$ cat config.mk
export PLATFORM = sky130hd
export DESIGN_NAME = program_counter_flat
export DESIGN_NICKNAME = d
export VERILOG_FILES = /design/src/rtl/program_counter_if.sv /design/src/rtl/program_counter.sv /design/src/flat_wrapper.sv
export SDC_FILE = /design/constraint.sdc
export NUM_CORES = 1
export LEC_CHECK = 0
export BUFFER_PORTS_ARGS = -buffer_cell sky130_fd_sc_hd__buf_2
export CAP_MARGIN = 10
export CORE_ASPECT_RATIO = 1.4
export CORE_MARGIN = 2
export CORE_UTILIZATION = 35
export DETAILED_ROUTE_END_ITERATION = 10
export GPL_TIMING_DRIVEN = 0
export SLEW_MARGIN = 20
export SYNTH_ARGS = -nofsm -noshare
export SYNTH_HDL_FRONTEND = slang
export SYNTH_SLANG_ARGS = --single-unit
export TNS_END_PERCENT = 20
$ cat constraint.sdc
create_clock -name clock -period 4.8 [get_ports clock]
set_clock_uncertainty 0.05 [all_clocks]
set_input_delay 0.24 -clock clock [delete_from_list [all_inputs] [get_ports clock]]
set_output_delay 0.24 -clock clock [all_outputs]
set_load 0.005 [all_outputs]
$ cat src/rtl/program_counter_if.sv
// Program-counter bus: the current instruction byte address, driven by the PC
// and consumed by instruction fetch and the next-PC datapath.
interface program_counter_if #(
  parameter int WIDTH = 32
);
  logic [WIDTH-1:0] pc;

  modport master (output pc);
  modport slave  (input  pc);
endinterface

$ cat src/rtl/program_counter.sv
// Single-cycle CPU program counter: advances by STEP bytes every rising edge,
// forced asynchronously to RESET_VALUE while reset is high.
module program_counter #(
  parameter int               WIDTH       = 32,
  parameter logic [WIDTH-1:0] RESET_VALUE = '0,
  parameter int               STEP        = 4
) (
  input  logic               clock,
  input  logic               reset,
  program_counter_if.master  pc_if
);

  // The declaration value gives a defined PC at power-up even when reset is never pulsed.
  logic [WIDTH-1:0] r_pc = RESET_VALUE;
  logic [WIDTH-1:0] w_pc_next;

  // Wraps modulo 2^WIDTH by truncation; there is no overflow flag.
  assign w_pc_next = r_pc + WIDTH'(STEP);

  always_ff @(posedge clock or posedge reset) begin
    if (reset) r_pc <= RESET_VALUE;
    else       r_pc <= w_pc_next;
  end

  assign pc_if.pc = r_pc;

endmodule

$ cat src/flat_wrapper.sv
// flat-port wrapper written by rule: the top's interface ports become plain ports
module program_counter_flat 
#(
  parameter int               WIDTH       = 32,
  parameter logic [WIDTH-1:0] RESET_VALUE = '0,
  parameter int               STEP        = 4
)
  (clock, reset, pc_if_pc);
  program_counter_if #(.WIDTH(WIDTH)) pc_if_i ();
  input  logic clock;
  input  logic reset;
  output wire logic [$bits(pc_if_i.pc)-1:0] pc_if_pc;
  assign pc_if_pc = pc_if_i.pc;
  program_counter #(.WIDTH(WIDTH), .RESET_VALUE(RESET_VALUE), .STEP(STEP)) u_core (.clock(clock), .reset(reset), .pc_if(pc_if_i));
endmodule
==> impl_metrics.csv, run 1 <==
group,metric,value,unit
worst_setup_path,required,4.91,ns
run_status,violations,"hold timing",
die,dieArea,0.004430,mm^2
worst_setup_path,reg2reg_from,"u_core.pc_if.pc[2]",
sta,slew_violations,0,
route,drt-initial-drc-count,14,
die,core-area,0.003709,mm^2
power,p_sw_frac,0.2156,
worst_setup_path,path_buf_inv,0,
logic_synthesis,yosys_register_bits,30,
placement,dp_hpwl,1.859,mm
placement,placed_area,0.001579,mm^2
global_routing,antenna_found_initial,0,
global_routing,grt_first_pass_wirelength,4.264,mm
clock_tree,clk_pin_slew,0.07,ns
sta,post-route-period-util,0.3757,
worst_setup_path,start_kind,"flop",
worst_setup_path,reg2reg_to,"u_core.pc_if.pc[30]",
worst_setup_path,cp-end-kind,"flop",
finish,fin_nets,156,
sta,hold_viol_final,30,
run_status,status,"finished, violations left",
route,route.detailed.drc,0,
clock_tree,cts_root_buf,"clkbuf_8",
sta,period_minus_slack,1.803,ns
power,p_int,369.2,uW
logic_synthesis,ys_warn_count,0,
die,dieHeight,77.96,um
clock_tree,tritoncts,"built",
worst_setup_path,reg2regPathDepth,5,
die,start_util,0.3688,
job,cap_violations,0,
global_routing,grt_remaining_overflow,0,
clock_tree,cts.sinks,30,
power,peakVddDrop,0.2625,mV
finish,area_delta_synth_final,22.42,%
die,die_w,56.83,um
sta,setup_viol,0,
logic_synthesis,syn_area_per_cell,12.00,um^2
clock_tree,clockBufferDepth,2,
clock_tree,htreeDepth,2,
sta,holdWs,-0.02267,ns
clock_tree,hold_buffers,0,
finish,num_antenna_cells,0,
die,rows,26,
route,ant_nets,0,
power,clock_power_share,0.448,
worst_setup_path,crit_slowest_cell,"nor4_4",
placement,portBuffers,31,
route,wirelength,2.505,mm
clock_tree,cts_made_buffers,5,
route,viasPerCell,4.806,
clock_tree,insertion_delay,0.28,ns
worst_setup_path,critical_path_class,"reg -> reg",
power,p_leak,0.0009032,uW
route,wire_per_inst,12.78,um
hold_path,hold_path.class,"in -> async",
finish,layout-drive-gt1-share,0.3182,
worst_setup_path,path_delay_family,"simple AND/OR/NAND/NOR gates",
clock_tree,postCtsSetupBuffers,0,
power,powerDensity,281.2,mW/mm^2
finish,n_fill_cell,381,
worst_setup_path,crit_arrival,1.92,ns
global_routing,grt_max_degree,31,
sta,setup_tns,0,ns
sta,clock.fmax,554.5,MHz
die,io_pins,34,
finish,largest_register_ffs,30,
route,vias,942,
power,p_comb_frac,0.014,
clock_tree,ctsResizeCount,0,
finish,final_cell_area,0.001674,mm^2
logic_synthesis,syn_area,0.001368,mm^2
worst_setup_path,crit_fanout,8,
logic_synthesis,yosysUniqueCellTypes,20,
sta,rsz0062_at_grt,"no",
sta,slew_headroom,0.5857,
logic_synthesis,synthesis.instances,114,
global_routing,grt_usage,0.1272,
worst_setup_path,critical_path.max_stage_delay,0.45,ns
global_routing,grt_pass1_vias,920,
worst_setup_path,crit_chain,"ha_1 > nand3_1 > nor4_4 > nand4_1 > xnor2_1",
sta,worst_pin_slew,0.6206,ns
power,p_switching,101.5,uW
logic_synthesis,synth_seq_area_share,0.5489,
worst_setup_path,r2r_slack,3.00,ns
route,first_pass_iters,4,
power,pwr-share-seq,0.537,
placement,routabilityCongestion,0.7031,
power groups by stage:
stage                     Clock [uW]  Combinational, uW  Sequential, uW
after floorplan                    0               5.26             258
after global placement             0               6.86             258
after detailed placement           0               7.11             258
after CTS                        218               7.08             253
after global routing             229               7.93             253
final                            211               6.79             253
synth_stat cells, drive strengths merged:
cell type | number | area, um^2
and3 | 4 | 25.02
buf | 2 | 15.01
conb | 1 | 3.750
dfrtp | 30 | 750.7
ha | 1 | 12.51
inv | 4 | 15.01
nand2 | 10 | 37.54
nand3 | 12 | 77.58
nand4 | 8 | 71.32
nor2 | 6 | 22.52
nor3 | 3 | 15.01
nor4 | 4 | 70.07
or2 | 1 | 6.260
xnor2 | 19 | 166.4
xor2 | 9 | 78.83
cell families after synthesis:
| family | Yosys count | synth area share |
|---|---|---|
| xor gates and xnor gates | 28 | 0.1793 |
| buffers and inverters | 6 | 0.02195 |
| and+or+nand+nor | 48 | 0.2379 |
| DFF | 30 | 0.5489 |
| other | 1 | 0.002742 |
| adders and majority gates | 1 | 0.009148 |
per-stage QoR:
| step | utilization | std cells | total power, uW | setup slack (ns) |
|---|---|---|---|---|
| final | 0.4514 | 196 | 470.7 | 2.997 |
| after global routing | 0.4514 | 196 | 490.0 | 2.788 |
| after CTS | 0.4514 | 196 | 478.0 | 2.956 |
| after detailed placement | 0.4258 | 188 | 264.6 | 2.965 |
| after global placement | 0.4258 | 188 | 264.4 | 2.985 |
| after floorplan | - | 115 | 262.8 | 3.205 |
area by class of cell:
type                            instances  area, um^2  area share
Sequential cell                        30       750.7      0.4484
Multi-Input combinational cell         79       590.6      0.3528
Timing Repair Buffer                   31       155.1     0.09268
Clock buffer                            6       82.58     0.04933
Tap cell                               42       52.55     0.03139
Buffer                                  2       15.01    0.008969
Inverter                                4       15.01    0.008969
Clock inverter                          2       12.51    0.007474
routing by layer:
metal	global-route usage	share of wire	vias to the layer above
li1	-	-	459
met2	0.2081	0.50	25
met1	0.1369	0.41	452
met5	0	0	-
met3	0.05833	0.071	6
met4	0.06279	0.022	0
cell usage in the layout (no fill, tap or decap):
cell        count
and3_1          4
buf_2          31
buf_4           2
clkbuf_8        6
clkinv_2        1
clkinvlp_4      1
conb_1          2
dfrtp_1        30
ha_1            1
inv_1           3
inv_2           1
nand2_1        10
nand3_1        10
nand3_2         1
nand3_4         1
nand4_1         6
nand4_2         1
nand4_4         1
nor2_1          6
nor3_1          3
nor4_1          1
nor4_4          3
or2_1           1
xnor2_1        19
xor2_1          9
worst max-delay path by stage:
stage	start	to	depth (start not counted)
6_report	u_core.pc_if.pc[2]	u_core.pc_if.pc[30]	5
5_1_grt	u_core.pc_if.pc[2]	u_core.pc_if.pc[18]	5
4_1_cts	u_core.pc_if.pc[2]	u_core.pc_if.pc[30]	5
3_5_place_dp	u_core.pc_if.pc[2]	u_core.pc_if.pc[18]	5
3_3_place_gp	u_core.pc_if.pc[2]	u_core.pc_if.pc[30]	5
2_1_floorplan	u_core.pc_if.pc[2]	u_core.pc_if.pc[30]	5
No activity file was read; power rests on OpenSTA's default activity.
==> inputs of run 2 (changes only) <==
Settings changed: ABC_AREA from default to 1.
Clock period 4.8 ns to 1.53 ns, I/O delays scaled along.
==> run 2 against run 1 <==
  * The run now ends clean
  * Die area rose by 16%
  * Worst hold slack improved by 0.41 ns
  * Largest cell class is now multi-input gates
  * Sequential power rose to 3.1 times the previous value
  * Global-route usage rose by 2.5 points
  * Power rose to 3.0 times the previous value
  * First-iteration DRC count rose by 86%
  * Critical path type unchanged
  * Design area rose by 17%
  * Final cell count rose by 57%
  * Utilization fell by 1.4 points
  * Critical path depth rose by 3
  * Synthesized cell count rose by 80%
==> impl_metrics.csv, run 2 <==
group,metric,value,unit
sta,slew_headroom,0.5653,
die,io_pins,34,
logic_synthesis,yosys_register_bits,30,
clock_tree,cts_made_buffers,5,
power,powerDensity,717.5,mW/mm^2
logic_synthesis,syn_area_per_cell,7.825,um^2
logic_synthesis,yosys.area.top_type_share,0.4680,
global_routing,antenna_found_initial,0,
worst_setup_path,critical_path.max_stage_delay,0.38,ns
global_routing,grt_pass1_vias,1289,
worst_setup_path,crit_fanout,4,
route,viasPerCell,4.380,
placement,dp_hpwl,2.663,mm
logic_synthesis,synth_common_cells,"81 x nand2_1, 30 x dfrtp_1, 30 x nor2_1, 16 x inv_1, 11 x xor2_1",
die,start_util,0.3594,
logic_synthesis,synth_edf_count,0,
logic_synthesis,synthTopCellsByArea,"dfrtp_1 47%, nand2_1 19%, nor2_1 7.0%",
power,peakVddDrop,0.3751,mV
route,drt-initial-drc-count,26,
power,p_leak,0.0009922,uW
placement,portBuffers,31,
finish,area_delta_synth_final,21.68,%
route,ant_nets,0,
finish,largest_register_ffs,30,
logic_synthesis,syn_area,0.001604,mm^2
job,cap_violations,0,
sta,setup_tns,0,ns
logic_synthesis,synthMuxAreaShare,0,
clock_tree,insertion_delay,0.28,ns
clock_tree,htreeDepth,2,
worst_setup_path,crit_slowest_cell,"dfrtp_1",
die,rows,29,
finish,final_cell_area,0.001952,mm^2
route,wire_per_inst,11.21,um
clock_tree,clk_pin_slew,0.06,ns
sta,holdWs,0.3836,ns
global_routing,grt_max_degree,31,
die,dieArea,0.005148,mm^2
logic_synthesis,async_flop_share,1.000,
die,die_w,61.22,um
placement,dp_slack,0.05623,ns
worst_setup_path,reg2regPathDepth,8,
worst_setup_path,reg2reg_to,"u_core.pc_if.pc[20]",
die,dieHeight,84.10,um
worst_setup_path,r2r_slack,0.13,ns
route,wirelength,3.453,mm
run_status,status,"finished clean",
clock_tree,clockBufferDepth,2,
worst_setup_path,cp_common_cell,"nand2_1",
finish,layout-drive-gt1-share,0.2236,
worst_setup_path,crit_arrival,1.52,ns
route,first_pass_iters,4,
logic_synthesis,synth_ff_type,"dfrtp_1",
finish,final_util,0.4373,
logic_synthesis,yosysUniqueCellTypes,16,
hold_path,hold_path.class,"in -> async",
sta,worst_pin_slew,0.6511,ns
worst_setup_path,required,1.65,ns
sta,finalWorstSetupSlack,0.1331,ns
global_routing,grt_usage,0.1522,
finish,final_cell_mix,"81 x nand2_1, 31 x buf_2, 30 x dfrtp_1",
worst_setup_path,reg2reg_from,"u_core.pc_if.pc[2]",
worst_setup_path,path_delay_family,"simple AND/OR/NAND/NOR gates",
finish,layout_commonest_cell,"nand2_1",
logic_synthesis,synth_seq_area_share,0.4680,
worst_setup_path,critical_path_class,"reg -> reg",
worst_setup_path,cp-end-kind,"flop",
finish,num_antenna_cells,0,
logic_synthesis,yosysTopAreaCell,"dfrtp_1",
clock_tree,tritoncts,"built",
logic_synthesis,synthesis.instances,205,
global_routing,grt_remaining_overflow,0,
route,vias,1349,
logic_synthesis,synth_compound_area_frac,0,
sta,setup_viol,0,
sta,clock.fmax,715.9,MHz
worst_setup_path,start_kind,"flop",
logic_synthesis,ys_warn_count,0,
route,route.detailed.drc,0,
clock_tree,cts.sinks,30,
sta,rsz0062_at_grt,"no",
global_routing,grt_first_pass_wirelength,5.823,mm
worst_setup_path,path_buf_inv,0,
placement,routabilityCongestion,0.7901,
logic_synthesis,synthSimpleGateAreaFrac,0.3931,
logic_synthesis,synthXorXnorAreaFrac,0.08190,
sta,slew_violations,0,
logic_synthesis,synth.most_common_cell,"nand2_1",
worst_setup_path,crit_chain,"ha_2 > nand2_1 > nor2_2 > nand2_2 > nor2_2 > nand2_1 > nand2_1 > nand2_1",
die,core-area,0.004463,mm^2
logic_synthesis,synth_top_family_by_area,"simple AND/OR/NAND/NOR gates",
logic_synthesis,synthAdderAreaFrac,0.007800,
sta,hold_viol_final,0,
placement,placed_area,0.001841,mm^2
finish,fin_nets,249,
clock_tree,cts_root_buf,"clkbuf_8",
sta,period_minus_slack,1.397,ns
sta,post-route-period-util,0.9130,
run 2: changes by cell type after synthesis, sizes merged:
cell    previous run  this run
and2               0         3
and3               4         0
inv                4        16
nand2             10        84
nand3             12         6
nand3b             0         8
nand4              8         0
nor2               6        39
nor3               3         0
nor4               4         0
or2                1         0
xnor2             19         4
xor2               9        11
run 2: where the power goes:
part | internal (uW) | switching (uW) | leakage (uW)
Combinational | 6.00 | 17.8 | 0.000549
Clock | 312 | 271 | 0.0000383
Sequential | 794 | 0 | 0.000405
run 2: final cells by class:
type,count,area (um^2)
fill,486,2511
sequential,30,750.7
buffer,2,15.01
timing repair buffer,33,172.7
multi-input combinational,158,799.5
clock buffer,7,76.32
tap,62,77.57
inverter,16,60.06
run 2: what timing repair did:
item | in CTS | in global routing
buffers inserted | 0 | 1
hold buffers | 1 | 0
hold endpoints to repair | 30 | 0
resized for setup | 0 | 5
setup endpoints to repair | 0 | 10
run 2: routing by layer:
metal | vias up | share of wire | track usage
met2 | 30 | 0.50 | 0.2485
met5 | - | 0 | 0
li1 | 697 | - | -
met1 | 616 | 0.44 | 0.1820
met3 | 6 | 0.046 | 0.04031
met4 | 0 | 0.019 | 0.06522
run 2: worst max path at each step:
stage	from	to	slack, ns	cells past startpoint
5_1_grt	u_core.pc_if.pc[2]	u_core.pc_if.pc[28]	0.008	7
3_5_place_dp	u_core.pc_if.pc[2]	u_core.pc_if.pc[24]	0.06	8
6_report	u_core.pc_if.pc[2]	u_core.pc_if.pc[20]	0.13	8
4_1_cts	u_core.pc_if.pc[2]	u_core.pc_if.pc[24]	0.04	8
2_1_floorplan	u_core.pc_if.pc[2]	u_core.pc_if.pc[22]	0.19	8
3_3_place_gp	u_core.pc_if.pc[2]	u_core.pc_if.pc[24]	0.06	8
run 2: stage by stage:
stage               total power (uW)  cells
floorplan                      824.4    206
global placement               830.3    299
detailed placement             830.9    299
CTS                             1427    307
global route                    1469    308
finish                          1400    308
run 2: cells by family after synthesis:
logic type                 Yosys count
xor gates and xnor gates            15
DFF                                 30
adders and majority gates            1
other                                1
and+or+nand+nor                    140
buffers and inverters               18
run 2: worst reg2reg max path: stages, from the launching register on:
cell	delay, ns
dfrtp_1	0.38
ha_2	0.21
nand2_1	0.07
nor2_2	0.12
nand2_2	0.13
nor2_2	0.16
nand2_1	0.07
nand2_1	0.06
nand2_1	0.05
==> inputs of run 3 (changes only) <==
Clock period 1.53 ns to 1.5 ns, I/O delays scaled along.
==> run 3 against run 2 <==
  * Design area increased by 0.38%
  * Final cell count unchanged
  * First-iteration DRC count increased by 23%
  * Utilization increased by 0.17 points
  * Sequential share of layout area is 0.15 points lower
  * Clock power increased by 2%
  * Sequential cell count did not move
  * Die area did not move
  * Worst setup slack got worse by 0.039 ns
  * Register-to-register slack worse by 0.04 ns
  * Combinational power is 2% higher
  * Largest cell class unchanged
==> impl_metrics.csv, run 3 (synthesis results as in run 2) <==
group,metric,value,unit
worst_setup_path,critical_path_class,"reg -> reg",
route,route.detailed.drc,0,
global_routing,busiest_layer,"met2",
clock_tree,htreeDepth,2,
sta,slew_headroom,0.5654,
finish,final-instance-count-excl-fill,308,
sta,period_minus_slack,1.406,ns
global_routing,use_met2,0.2485,
die,rows,29,
global_routing,use_met3,0.04031,
die,dieArea,0.005148,mm^2
placement,dp_hpwl,2.663,mm
placement,routabilityCongestion,0.7901,
worst_setup_path,start_kind,"flop",
finish,n_fill_cell,486,
die,die_w,61.22,um
route,viasPerCell,4.409,
worst_setup_path,required,1.62,ns
clock_tree,tritoncts,"built",
clock_tree,cts_root_buf,"clkbuf_8",
worst_setup_path,crit_chain,"ha_2 > nand2_1 > nor2_2 > nand2_2 > nor2_4 > nand2_1 > nand2_1 > nand2_1",
finish,area_delta_synth_final,22.15,%
clock_tree,clockBufferDepth,2,
sta,hold_viol_final,0,
power,finalPower,1430,uW
route,vias,1358,
sta,rsz0062_at_grt,"yes",
sta,clock.fmax,711.2,MHz
job,cap_violations,0,
finish,largest_register_ffs,30,
power,peakVddDrop,0.3836,mV
placement,place_inst,299,
global_routing,grt_first_pass_wirelength,5.823,mm
global_routing,grt_remaining_overflow,0,
global_routing,grt.met1_usage,0.1820,
worst_setup_path,crit_slowest_cell,"dfrtp_1",
die,core-area,0.004463,mm^2
sta,setup_viol,0,
die,start_util,0.3594,
worst_setup_path,crit_fanout,5,
placement,placed_area,0.001841,mm^2
power,p_leak,0.0009918,uW
worst_setup_path,crit_arrival,1.53,ns
clock_tree,insertion_delay,0.28,ns
hold_path,hold_path.class,"in -> async",
finish,fin_nets,249,
route,drt-initial-drc-count,32,
sta,post-route-period-util,0.9374,
power,powerDensity,729.8,mW/mm^2
placement,portBuffers,31,
route,wirelength,3.467,mm
finish,layout-drive-gt1-share,0.2276,
finish,layout_commonest_cell,"nand2_1",
die,dieHeight,84.10,um
sta,slew_violations,0,
route,first_pass_iters,4,
global_routing,grt_max_degree,31,
global_routing,antenna_found_initial,0,
route,wire_per_inst,11.26,um
worst_setup_path,cp-end-kind,"flop",
global_routing,grt_pass1_vias,1289,
global_routing,grt_usage,0.1522,
route,ant_nets,0,
finish,final_cell_area,0.001959,mm^2
finish,final_cell_mix,"81 x nand2_1, 31 x buf_2, 30 x dfrtp_1",
worst_setup_path,cp_common_cell,"nand2_1",
worst_setup_path,critical_path.max_stage_delay,0.38,ns
clock_tree,cts_made_buffers,5,
die,io_pins,34,
sta,holdWs,0.3818,ns
finish,num_antenna_cells,0,
sta,worst_pin_slew,0.6510,ns
run_status,status,"finished clean",
clock_tree,cts.sinks,30,
clock_tree,clk_pin_slew,0.06,ns
-- run 3: cell counts in the layout (fill, tap and decap cells not counted) --
Identical to the previous run, type by type.
-- run 3: what timing repair did --
action	CTS	global route
gates resized for setup	0	7
hold buffers	1	0
endpoints found under the hold margin	30	0
setup buffers	0	1
endpoints found under the setup margin	0	10
-- run 3: report_power, final --
part	total (uW)	leakage (uW)	internal (uW)	switching [uW]
combinational	24.3	0.000549	6.12	18.1
sequential	810	0.000405	810	0
clock	596	0.0000383	318	278
total	1430	0.000992	1130	296
-- run 3: per-layer routing --
metal / wire length, um / share of wire / vias to the layer above
li1: - / - / 696
met1: 1495 / 0.43 / 621
met2: 1731 / 0.50 / 35
met3: 173 / 0.050 / 6
met4: 67 / 0.019 / 0
met5: 0 / 0 / -
-- run 3: stage by stage --
| step | setup WS [ns] | TNS (ns) | util |
|---|---|---|---|
| floorplan | 0.1609 | 0 | - |
| global placement | 0.03213 | 0 | 0.4124 |
| detailed placement | 0.02623 | 0 | 0.4124 |
| CTS | 0.01020 | 0 | 0.4317 |
| global route | -0.02979 | -0.07554 | 0.4390 |
| finish | 0.09384 | 0 | 0.4390 |
-- run 3: worst paths after layout --
| kind | cells after the start | slack [ns] | endpoint | start |
|---|---|---|---|---|
| hold reg to reg | 2 | 0.45 | u_core.pc_if.pc[31] | u_core.pc_if.pc[31] |
| min in group clock | 2 | 0.45 | u_core.pc_if.pc[31] | u_core.pc_if.pc[31] |
| setup / recovery | 8 | 0.09 | u_core.pc_if.pc[22] | u_core.pc_if.pc[2] |
| setup reg to reg | 8 | 0.09 | u_core.pc_if.pc[22] | u_core.pc_if.pc[2] |
| max in group asynchronous | 3 | 0.59 | u_core.pc_if.pc[25] | reset |
| hold / removal | 3 | 0.38 | u_core.pc_if.pc[5] | reset |
-- run 3: area by class of cell --
class,instances,area [um^2],share of cell area
inverters,16,60.06,0.03065
well taps,62,77.57,0.03959
flip-flops and latches,30,750.7,0.3831
repair buffers,33,172.7,0.08812
multi-input cells,158,807.0,0.4119
plain buffers,2,15.01,0.007663
clock buffers,7,76.32,0.03895
-- run 3: critical path: cells and delay by family (launching register included) --
| kind | cells | cell delay (ns) |
|---|---|---|
| adders and majority gates | 1 | 0.21 |
| DFF | 1 | 0.38 |
| and+or+nand+nor | 7 | 0.68 |
